### src/rtl/jk_flip_flop_bank.sv
// Bank of WIDTH positive-edge JK flip-flops sharing one mode selector.
// Modes: per-bit JK, per-bit toggle, parallel load, and an up/down counter
// whose JK inputs are generated internally. Adds an enable, a synchronous
// reset, a terminal-count flag and a one-cycle change strobe.
module jk_flip_flop_bank #(
  parameter int unsigned      WIDTH     = 4,
  parameter logic [WIDTH-1:0] RESET_VAL = '0,
  parameter bit               WRAP      = 1'b1
) (
  input  logic             CLK,
  input  logic             RST,
  input  logic             EN,
  input  logic [1:0]       MODE,
  input  logic             DIR,
  input  logic [WIDTH-1:0] J,
  input  logic [WIDTH-1:0] K,
  output logic [WIDTH-1:0] Q,
  output logic [WIDTH-1:0] QN,
  output logic             TC,
  output logic             CHG
);

  localparam logic [1:0] ModeJk  = 2'b00;
  localparam logic [1:0] ModeT   = 2'b01;
  localparam logic [1:0] ModeD   = 2'b10;
  localparam logic [1:0] ModeCnt = 2'b11;

  logic [WIDTH-1:0] q_q;
  logic [WIDTH-1:0] q_d;
  logic             chg_q;
  logic [WIDTH-1:0] cnt_toggle;
  logic             at_term;

  // Counter toggle mask: bit i toggles when all lower bits are 1 (up) or 0 (down).
  always_comb begin
    logic low_ones;
    logic low_zeros;
    low_ones   = 1'b1;
    low_zeros  = 1'b1;
    cnt_toggle = '0;
    for (int i = 0; i < int'(WIDTH); i++) begin
      cnt_toggle[i] = DIR ? low_ones : low_zeros;
      low_ones      = low_ones & q_q[i];
      low_zeros     = low_zeros & ~q_q[i];
    end
    at_term = DIR ? (&q_q) : ~(|q_q);
  end

  // Next-state selection per mode.
  always_comb begin
    q_d = q_q;
    unique case (MODE)
      ModeJk:  q_d = (J & ~q_q) | (~K & q_q);  // characteristic JK equation
      ModeT:   q_d = q_q ^ J;
      ModeD:   q_d = J;
      ModeCnt: begin
        if (at_term && !WRAP) q_d = q_q;  // saturate at terminal
        else                  q_d = q_q ^ cnt_toggle;
      end
      default: q_d = q_q;
    endcase
  end

  // State register: reset overrides everything; enable gates updates.
  always_ff @(posedge CLK) begin
    if (RST) begin
      q_q   <= RESET_VAL;
      chg_q <= 1'b0;
    end else if (EN) begin
      q_q   <= q_d;
      chg_q <= (q_d != q_q);
    end else begin
      chg_q <= 1'b0;
    end
  end

  // Outputs; TC deliberately ignores RST.
  always_comb begin
    Q   = q_q;
    QN  = ~q_q;
    CHG = chg_q;
    TC  = (MODE == ModeCnt) && EN && at_term;
  end

endmodule
### config.mk
export PLATFORM = sky130hd
export DESIGN_NAME = jk_flip_flop_bank
export DESIGN_NICKNAME = d
export VERILOG_FILES = /design/src/rtl/jk_flip_flop_bank.sv
export SDC_FILE = /design/constraint.sdc
export NUM_CORES = 1
export LEC_CHECK = 0
export BUFFER_PORTS_ARGS = -buffer_cell sky130_fd_sc_hd__buf_2
export CORE_AREA = 3 3 40 42
export DETAILED_ROUTE_END_ITERATION = 10
export DIE_AREA = 0 0 43 45
export PLACE_DENSITY = 0.71
export SYNTH_ARGS = -nofsm -noshare
export SYNTH_HDL_FRONTEND = slang
export SYNTH_SLANG_ARGS = --single-unit
### constraint.sdc
create_clock -name CLK -period 1.7 [get_ports CLK]
set_clock_uncertainty 0.1 [all_clocks]
set_input_delay 0 -clock CLK [delete_from_list [all_inputs] [get_ports CLK]]
set_output_delay 0 -clock CLK [all_outputs]
set_load 0.01 [all_outputs]
# After elaboration in Yosys (flattened, before gate mapping)

Cells that the tools add are included.

Register bits: 5
Bits of input ports: 14
Output and inout port bits: 10
Word-level logic and storage cells: 33

Equal/unequal tests: 4
Muxes and demuxes: 5
Bitwise gates (word level): 16
Reductions and logical operators: 6

Operator list:

| cell                                          | count |
|---|---|
| one-hot mux 4 bit (4 select lines)            | 1 |
| AND 4 bit                                     | 2 |
| NOT 4 bit                                     | 2 |
| XOR 4 bit                                     | 2 |
| NOT 1 bit                                     | 5 |
| AND 1 bit                                     | 4 |
| == test 2 bit, second input constant          | 2 |
| two-way mux 1 bit                             | 4 |
| inequality test 4 bit                         | 1 |
| OR 4 bit                                      | 1 |
| AND reduction 4 bit                           | 1 |
| OR reduction 4 bit                            | 1 |
| == test 2 x 1 -> 1 bit, second input constant | 1 |
| logical AND 1 bit                             | 2 |
| logical NOT 2 bit                             | 1 |
| OR reduction 2 bit                            | 1 |

# Depth between registers and ports, before layout

Gate-level depths: netlist (run 1).

Depth after elaboration: 7
Mapped depth: 6
Depth with buffers taken out: 4

# Least setup slack after synthesis (run 1)

No wires, ideal clock.

Kind: reg-to-reg
Start: register q_q[0], in the netlist Q[0]
End: register q_q[3], in the netlist Q[3]
Setup time: 0.125 ns
Data arrival time: 1.350 ns
Data required time: 1.475 ns
Path slack: 0.124 ns
Stages on the path, launching flop included: 6
Path buffers: 1
Clock period less this slack: 1.576 ns
Cells stage by stage: dfxtp_1 > buf_6 > or4_1 > a21oi_2 > o21a_1 > o32ai_1

Longest elaborated chain between the ends: 6
Elaborated cells on any way between the ends: 8
Those cells by class: mux: 2; bitwise: 6

Ends and longest elaborated chain:

| what                                   | RTL line | RTL |
|---|---|---|
| start: declaration                     | 28       | `logic [WIDTH-1:0] q_q;` |
| start signal: assignment               | 70       | `q_q <= q_d;` |
| NOT 1 bit                              | 44       | `low_zeros = low_zeros & ~q_q[i];` |
| AND 1 bit (2 in series)                | 44       |  |
| two-way mux 1 bit (*)                  | 42       | `cnt_toggle[i] = DIR ? low_ones : low_zeros;` |
| XOR 4 bit (*)                          | 58       | `else q_d = q_q ^ cnt_toggle;` |
| one-hot mux 4 bit (4 select lines) (*) | 52       | `unique case (MODE)` |

Mark *: on every way between the ends. The rest lies on a longest branch, timed or not.
A chain may end at the register's enable or synchronous reset.

# Final worst setup path (run 1)

Start: register q_q[1], in the netlist Q[1]
End: output port TC

Longest elaborated chain between the ends: 4
Elaborated cells on any way between the ends: 5
Those cells by class: mux: 1; bitwise: 1; reduce/logical: 3

Ends and longest elaborated chain:

| what                  | RTL line | RTL |
|---|---|---|
| OR reduction 4 bit    | 46       | `at_term = DIR ? (&q_q) : ~(\|q_q);` |
| NOT 1 bit             | 46       |  |
| two-way mux 1 bit (*) | 46       |  |
| logical AND 1 bit (*) | 82       | `TC = (MODE == ModeCnt) && EN && at_term;` |
| end: declaration      | 19       | `output logic TC,` |

Marks and branches as above.

==> results of run 1 <==
-- repair_timing --
item                                    in CTS  in global routing
gates resized for setup                      0                  8
pin swaps                                    1                  2
cloned                                       0                  0
hold endpoints to repair                     3                  0
setup buffers                                1                  1
hold buffers                                 2                  0
endpoints found under the setup margin       1                  1
-- worst min path at each step --
stage | end | from | slack [ns] | cells past startpoint
2_1_floorplan | Q[0] | RST | -0.02 | 1
3_3_place_gp | Q[0] | RST | 0.17 | 2
3_5_place_dp | Q[0] | RST | 0.17 | 2
4_1_cts | Q[0] | EN | 0.004 | 3
5_1_grt | Q[0] | EN | 0.05 | 3
6_report | Q[0] | EN | 0.004 | 3
-- power breakdown --
group / switching [mW] / internal, mW / leakage (nW) / total, mW
Combinational: 0.0962 / 0.0849 / 0.253 / 0.181
Clock: 0.0489 / 0.0887 / 0.0150 / 0.138
Sequential: 0.0125 / 0.129 / 0.0427 / 0.142
Total: 0.158 / 0.303 / 0.311 / 0.460
-- final cells by class --
type | count | area (um2)
well taps | 15 | 18.8
multi-input cells | 58 | 409
flip-flops and latches | 5 | 108
inverters | 7 | 26.3
repair buffers | 29 | 171
fillers | 126 | 526
clock buffers | 4 | 26.3
-- per-layer routing --
layer / wire length, um / vias to the layer above / GRT usage
met2: 775 / 17 / 0.260
met3: 102 / 0 / 0.0757
met4: 0 / 0 / 0.0181
li1: - / 351 / -
met5: 0 / - / 0
met1: 754 / 325 / 0.218
-- registers in the layout, summed over array words and instances (netlist names) --
signal,flops
CHG,1
Q,4
-- tightest hold or removal path: stages --
cell and delay [ns]:
buf_2 0.14, o21ai_0 0.08, a2111oi_0 0.08
-- synth_stat cells (all sizes together) (2+ instances only) --
cell type	n
buf	3
and3	2
nor3	3
o21ai	2
nor2	5
o32ai	2
dfxtp	5
or3	2
a211oi	4
o21a	3
or4	2
inv	7
a31oi	4
a221o	2
a21oi	5
xnor2	2
nand2	3
nand2b	4
-- cell families (layout without fill, tap and decap cells) --
family | after synthesis | after routing | synth area share
buf+inv | 11 | 40 | 0.102
xor+xnor | 2 | 2 | 0.0318
simple gates | 25 | 25 | 0.257
mux | 1 | 1 | 0.0205
flops | 5 | 5 | 0.182
compound gates | 30 | 30 | 0.407
-- per-stage QoR --
stage	cells	setup TNS, ns	utilization	cell area, um2	power, mW
global route	118	-0.0252	0.591	759	0.490
global placement	110	0	0.521	669	0.302
finish	118	0	0.591	759	0.460
floorplan	74	0	-	551	0.245
detailed placement	110	0	0.521	669	0.305
CTS	117	0	0.563	723	0.451
==> results.sh, run 1 <==
export IMPL_via_per_inst=5.87
export IMPL_vias=693
export IMPL_nets=118
export IMPL_yosys_top_cells_area="dfxtp_1 (18%), a211oi_1 (5.5%), inv_1 (4.8%), a31oi_1 (4.5%), nand2b_1 (4.5%)"
export IMPL_critPathBufInv=1
export IMPL_clk_latency_ns=0.24
export IMPL_synth_warnings=0
export IMPL_gp_congestion=0.791
export IMPL_die_area_um2=1940
export IMPL_rr_worst_depth=5
export IMPL_setup_violations_final=0
export IMPL_cts_buffer_depth=2
export IMPL_maxCapViolCount=0
export IMPL_fmax_ghz=0.593
export IMPL_synth_top_cell_area_share=0.182
export IMPL_r2r_start="Q[1]"
export IMPL_syn2layout_area_growth_pct=38.0
export IMPL_portBuffers=23
export IMPL_cts_made_buffers=3
export IMPL_final_common_cell="buf_2"
export IMPL_synth_edf_count=0
export IMPL_crit_start="Q[1]"
export IMPL_drc=0
export IMPL_crit_fanout=8
export IMPL_cts_tree="yes"
export IMPL_die_w_um=43
export IMPL_layout_min_cycle_time_ns=1.69
export IMPL_relSlewSlack=0.782
export IMPL_detail_route_first_pass_iterations=4
export IMPL_cts_num_sinks=5
export IMPL_hpwlAfterDp_um=1130
export IMPL_rsz0062_at_grt="yes"
export IMPL_worst_pin_slew_ns=0.318
export IMPL_async_reset_ff_frac=0
export IMPL_path_clk_slew_ns=0.04
export IMPL_clockRootBuffer="clkbuf_4"
export IMPL_worstPathCellList="or4_4 -> a21oi_4 -> and3_4 -> buf_6"
export IMPL_antenna_left=0
export IMPL_grt_pass1_wl_um=2420
export IMPL_crit_end="TC"
export IMPL_slew_viol_final=0
export IMPL_die_h_um=45
export IMPL_period_share=0.992
export IMPL_placementRows=13
export IMPL_crit_slowest_cell="or4_4"
export IMPL_yosys_area_top_type="dfxtp_1"
export IMPL_reg2reg_slack_ns=0.11
export IMPL_r2r_end="Q[3]"
export IMPL_crit_required_ns=1.60
export IMPL_core_area_um2=1280
export IMPL_vdd_drop_max_mv=0.413
export IMPL_pre_cts_ws_ns=0.189
export IMPL_synthesis_instances=74
export IMPL_mostFrequentLayoutCells="buf_2 (22), inv_1 (7), nor2_1 (5)"
export IMPL_setup_worst_path_end_class="output pin"
export IMPL_power_density_nw_per_um2=606
export IMPL_synth_seq_area_share=0.182
export IMPL_p_leak_nw=0.311
export IMPL_wl_um=1630
export IMPL_status="complete, no violations"
export IMPL_grt_max_degree=20
export IMPL_post_drt_wl_per_cell_um=13.8
export IMPL_grt_pass1_vias=567
export IMPL_worst_path_largest_cell_delay_ns=0.53
export IMPL_antenna_found_initial=0
export IMPL_overflow=0
export IMPL_synthesis_nets=88
export IMPL_drive_above_1_share=0.369
export IMPL_ys_flop_type="dfxtp_1"
export IMPL_synth_seq_cells=5
export IMPL_worst_slack_ns=0.0142
export IMPL_path_delay_family="simple AND/OR/NAND/NOR gates"
export IMPL_drt_iter0_drc=12
export IMPL_initial_core_util=0.428
export IMPL_syn_cell_area_um2=551
export IMPL_htreeDepth=1
export IMPL_critical_path_class="flop to output pin"
export IMPL_critical_path_cell_count=4
export IMPL_syn_area_per_cell_um2=7.44
export IMPL_critPathArrivalTime_ns=1.59
export IMPL_finalHoldViolCount=0
export IMPL_synth_cell_types=34
export IMPL_io_pins=24
export IMPL_hold_ws_ns=0.00402
export IMPL_diodes=0
export IMPL_min_path_type="primary input to flop"
export IMPL_worstSetupStartpointType="flop"
export IMPL_grt_usage=0.166
Note: power is estimated with default switching activity, not from simulation.
==> run 2, diff against run 1 <==
==> config.mk (replaced) <==
export PLATFORM = sky130hd
export DESIGN_NAME = jk_flip_flop_bank
export DESIGN_NICKNAME = d
export VERILOG_FILES = /design/src/rtl/jk_flip_flop_bank.sv
export SDC_FILE = /design/constraint.sdc
export NUM_CORES = 1
export LEC_CHECK = 0
export CORE_AREA = 3 3 40 42
export DETAILED_ROUTE_END_ITERATION = 10
export DIE_AREA = 0 0 43 45
export DONT_BUFFER_PORTS = 1
export SYNTH_ARGS = -nofsm -noshare
export SYNTH_HDL_FRONTEND = slang
export SYNTH_SLANG_ARGS = --single-unit
==> run 2 against run 1 <==
  * Non-clock buffer count is 15 lower
  * Final area fell by 7.4%
  * Routed wire length grew 4.3%
  * Maximum frequency up 2.5%
  * Register-to-register slack better by 0.06 ns
==> results.sh, run 2 (synthesis gave the netlist of run 1 again) <==
export IMPL_place_area_um2=577
export IMPL_vias=651
export IMPL_hpwlAfterDp_um=1150
export IMPL_min_path_type="primary input to flop"
export IMPL_placed_cells=90
export IMPL_area_sequential_um2=101
export IMPL_worstHoldEndpoint="CHG"
export IMPL_reg2reg_slack_ns=0.17
export IMPL_initial_core_util=0.428
export IMPL_antenna_left=0
export IMPL_critPathArrivalTime_ns=1.54
export IMPL_post_drt_wl_per_cell_um=16.5
export IMPL_rsz0062_at_grt="no"
export IMPL_detail_route_first_pass_iterations=4
export IMPL_critical_path_class="flop to output pin"
export IMPL_multi_input_area_um2=403
export IMPL_crit_required_ns=1.60
export IMPL_fill_cells=121
export IMPL_p_leak_nw=0.249
export IMPL_setup_violations_final=0
export IMPL_overflow=0
export IMPL_hold_depth=3
export IMPL_grt_pass1_wl_um=2670
export IMPL_cts_tree="yes"
export IMPL_cts_buffer_depth=2
export IMPL_htreeDepth=1
export IMPL_nets=103
export IMPL_vdd_drop_max_mv=0.460
export IMPL_die_w_um=43
export IMPL_r2r_end="Q[0]"
export IMPL_fmax_ghz=0.608
export IMPL_tns_ns=0
export IMPL_status="complete, no violations"
export IMPL_gp_congestion=0.809
export IMPL_p_total_mw=0.434
export IMPL_finalHoldViolCount=0
export IMPL_path_clk_slew_ns=0.04
export IMPL_largest_reg_flops=4
export IMPL_mostFrequentLayoutCells="dlygate4sd3_1 (9), inv_1 (7), nor2_1 (5), buf_4 (5)"
export IMPL_hold_start="J[2]"
export IMPL_via_per_inst=6.32
export IMPL_clk_latency_ns=0.25
export IMPL_portBuffers=0
export IMPL_io_pins=24
export IMPL_grt_pass1_vias=555
export IMPL_die_h_um=45
export IMPL_worstSetupStartpointType="flop"
export IMPL_r2r_start="Q[0]"
export IMPL_final_common_cell="dlygate4sd3_1"
export IMPL_worst_pin_slew_ns=0.359
export IMPL_layout_min_cycle_time_ns=1.64
export IMPL_instances_no_fill=103
export IMPL_crit_fanout=9
export IMPL_grt_usage=0.191
export IMPL_placementRows=13
export IMPL_power_density_nw_per_um2=617
export IMPL_drt_iter0_drc=14
export IMPL_diodes=0
export IMPL_drive_above_1_share=0.170
export IMPL_die_area_um2=1940
export IMPL_maxCapViolCount=0
export IMPL_cts_num_sinks=5
export IMPL_drc=0
export IMPL_core_area_um2=1280
export IMPL_syn2layout_area_growth_pct=27.7
export IMPL_rr_worst_depth=5
export IMPL_period_share=0.968
export IMPL_slew_viol_final=0
export IMPL_wl_um=1700
export IMPL_clockRootBuffer="clkbuf_4"
export IMPL_setup_worst_path_end_class="output pin"
export IMPL_cts_made_buffers=3
export IMPL_stdcell_area_um2=703
export IMPL_grt_max_degree=16
export IMPL_postCtsSetupRepairBufs=0
export IMPL_postLayoutCoreUtil=0.547
export IMPL_relSlewSlack=0.760
export IMPL_antenna_found_initial=0
## run 2: changes by cell type in the layout (fill, tap and decap cells not counted), sizes merged
| cell | before | now |
|---|---|---|
| buf | 27 | 5 |
| dlygate4sd3 | 2 | 9 |
## run 2: per-layer routing
metal,up-vias,part of all wire,wire length (um),global-route usage
li1,318,-,-,-
met1,298,0.43,739,0.233
met2,30,0.45,758,0.281
met3,5,0.10,174,0.0956
met4,0,0.017,29,0.0904
met5,-,0,0,0
## run 2: timing repair
| item | in CTS | in global routing |
|---|---|---|
| resized for setup | 1 | 3 |
| hold buffers | 9 | 0 |
| pin swaps | 0 | 1 |
| setup endpoints to repair | 1 | 2 |
| endpoints found under the hold margin | 5 | 0 |
## run 2: worst max path at each step
stage / slack (ns) / from / cells after the start / end
2_1_floorplan: 0.12 / Q[0] / 5 / Q[3]
3_3_place_gp: 0.11 / Q[1] / 4 / CHG
3_5_place_dp: 0.11 / Q[1] / 4 / CHG
4_1_cts: 0.03 / Q[1] / 3 / TC
5_1_grt: 0.01 / Q[0] / 3 / TC
6_report: 0.06 / Q[1] / 3 / TC
## run 2: layout make-up
type,instances,share of cell area
Multi-Input combinational cell,58,0.573
Timing Repair Buffer,14,0.181
Sequential cell,5,0.144
Clock buffer,4,0.0374
Inverter,7,0.0374
Tap cell,15,0.0267
## run 2: worst max-delay path, stage by stage (launching register included)
cell and delay, ns:
dfxtp_2 0.37, or4_4 0.52, a21oi_2 0.17, and3_4 0.22
## run 2: where the power goes
group	leakage (nW)	switching, mW	internal [mW]
Sequential	0.0417	0.0146	0.129
Combinational	0.192	0.0719	0.0765
Clock	0.0150	0.0525	0.0889
Total	0.249	0.139	0.295
## run 2: per-stage QoR
| stage | hold slack [ns] | setup slack [ns] |
|---|---|---|
| after floorplan | -0.0169 | 0.124 |
| after global placement | -0.00548 | 0.112 |
| after detailed placement | 0.00416 | 0.114 |
| after CTS | 0.0112 | 0.0280 |
| after global routing | 0.00562 | 0.00999 |
| final | 0.0186 | 0.0551 |
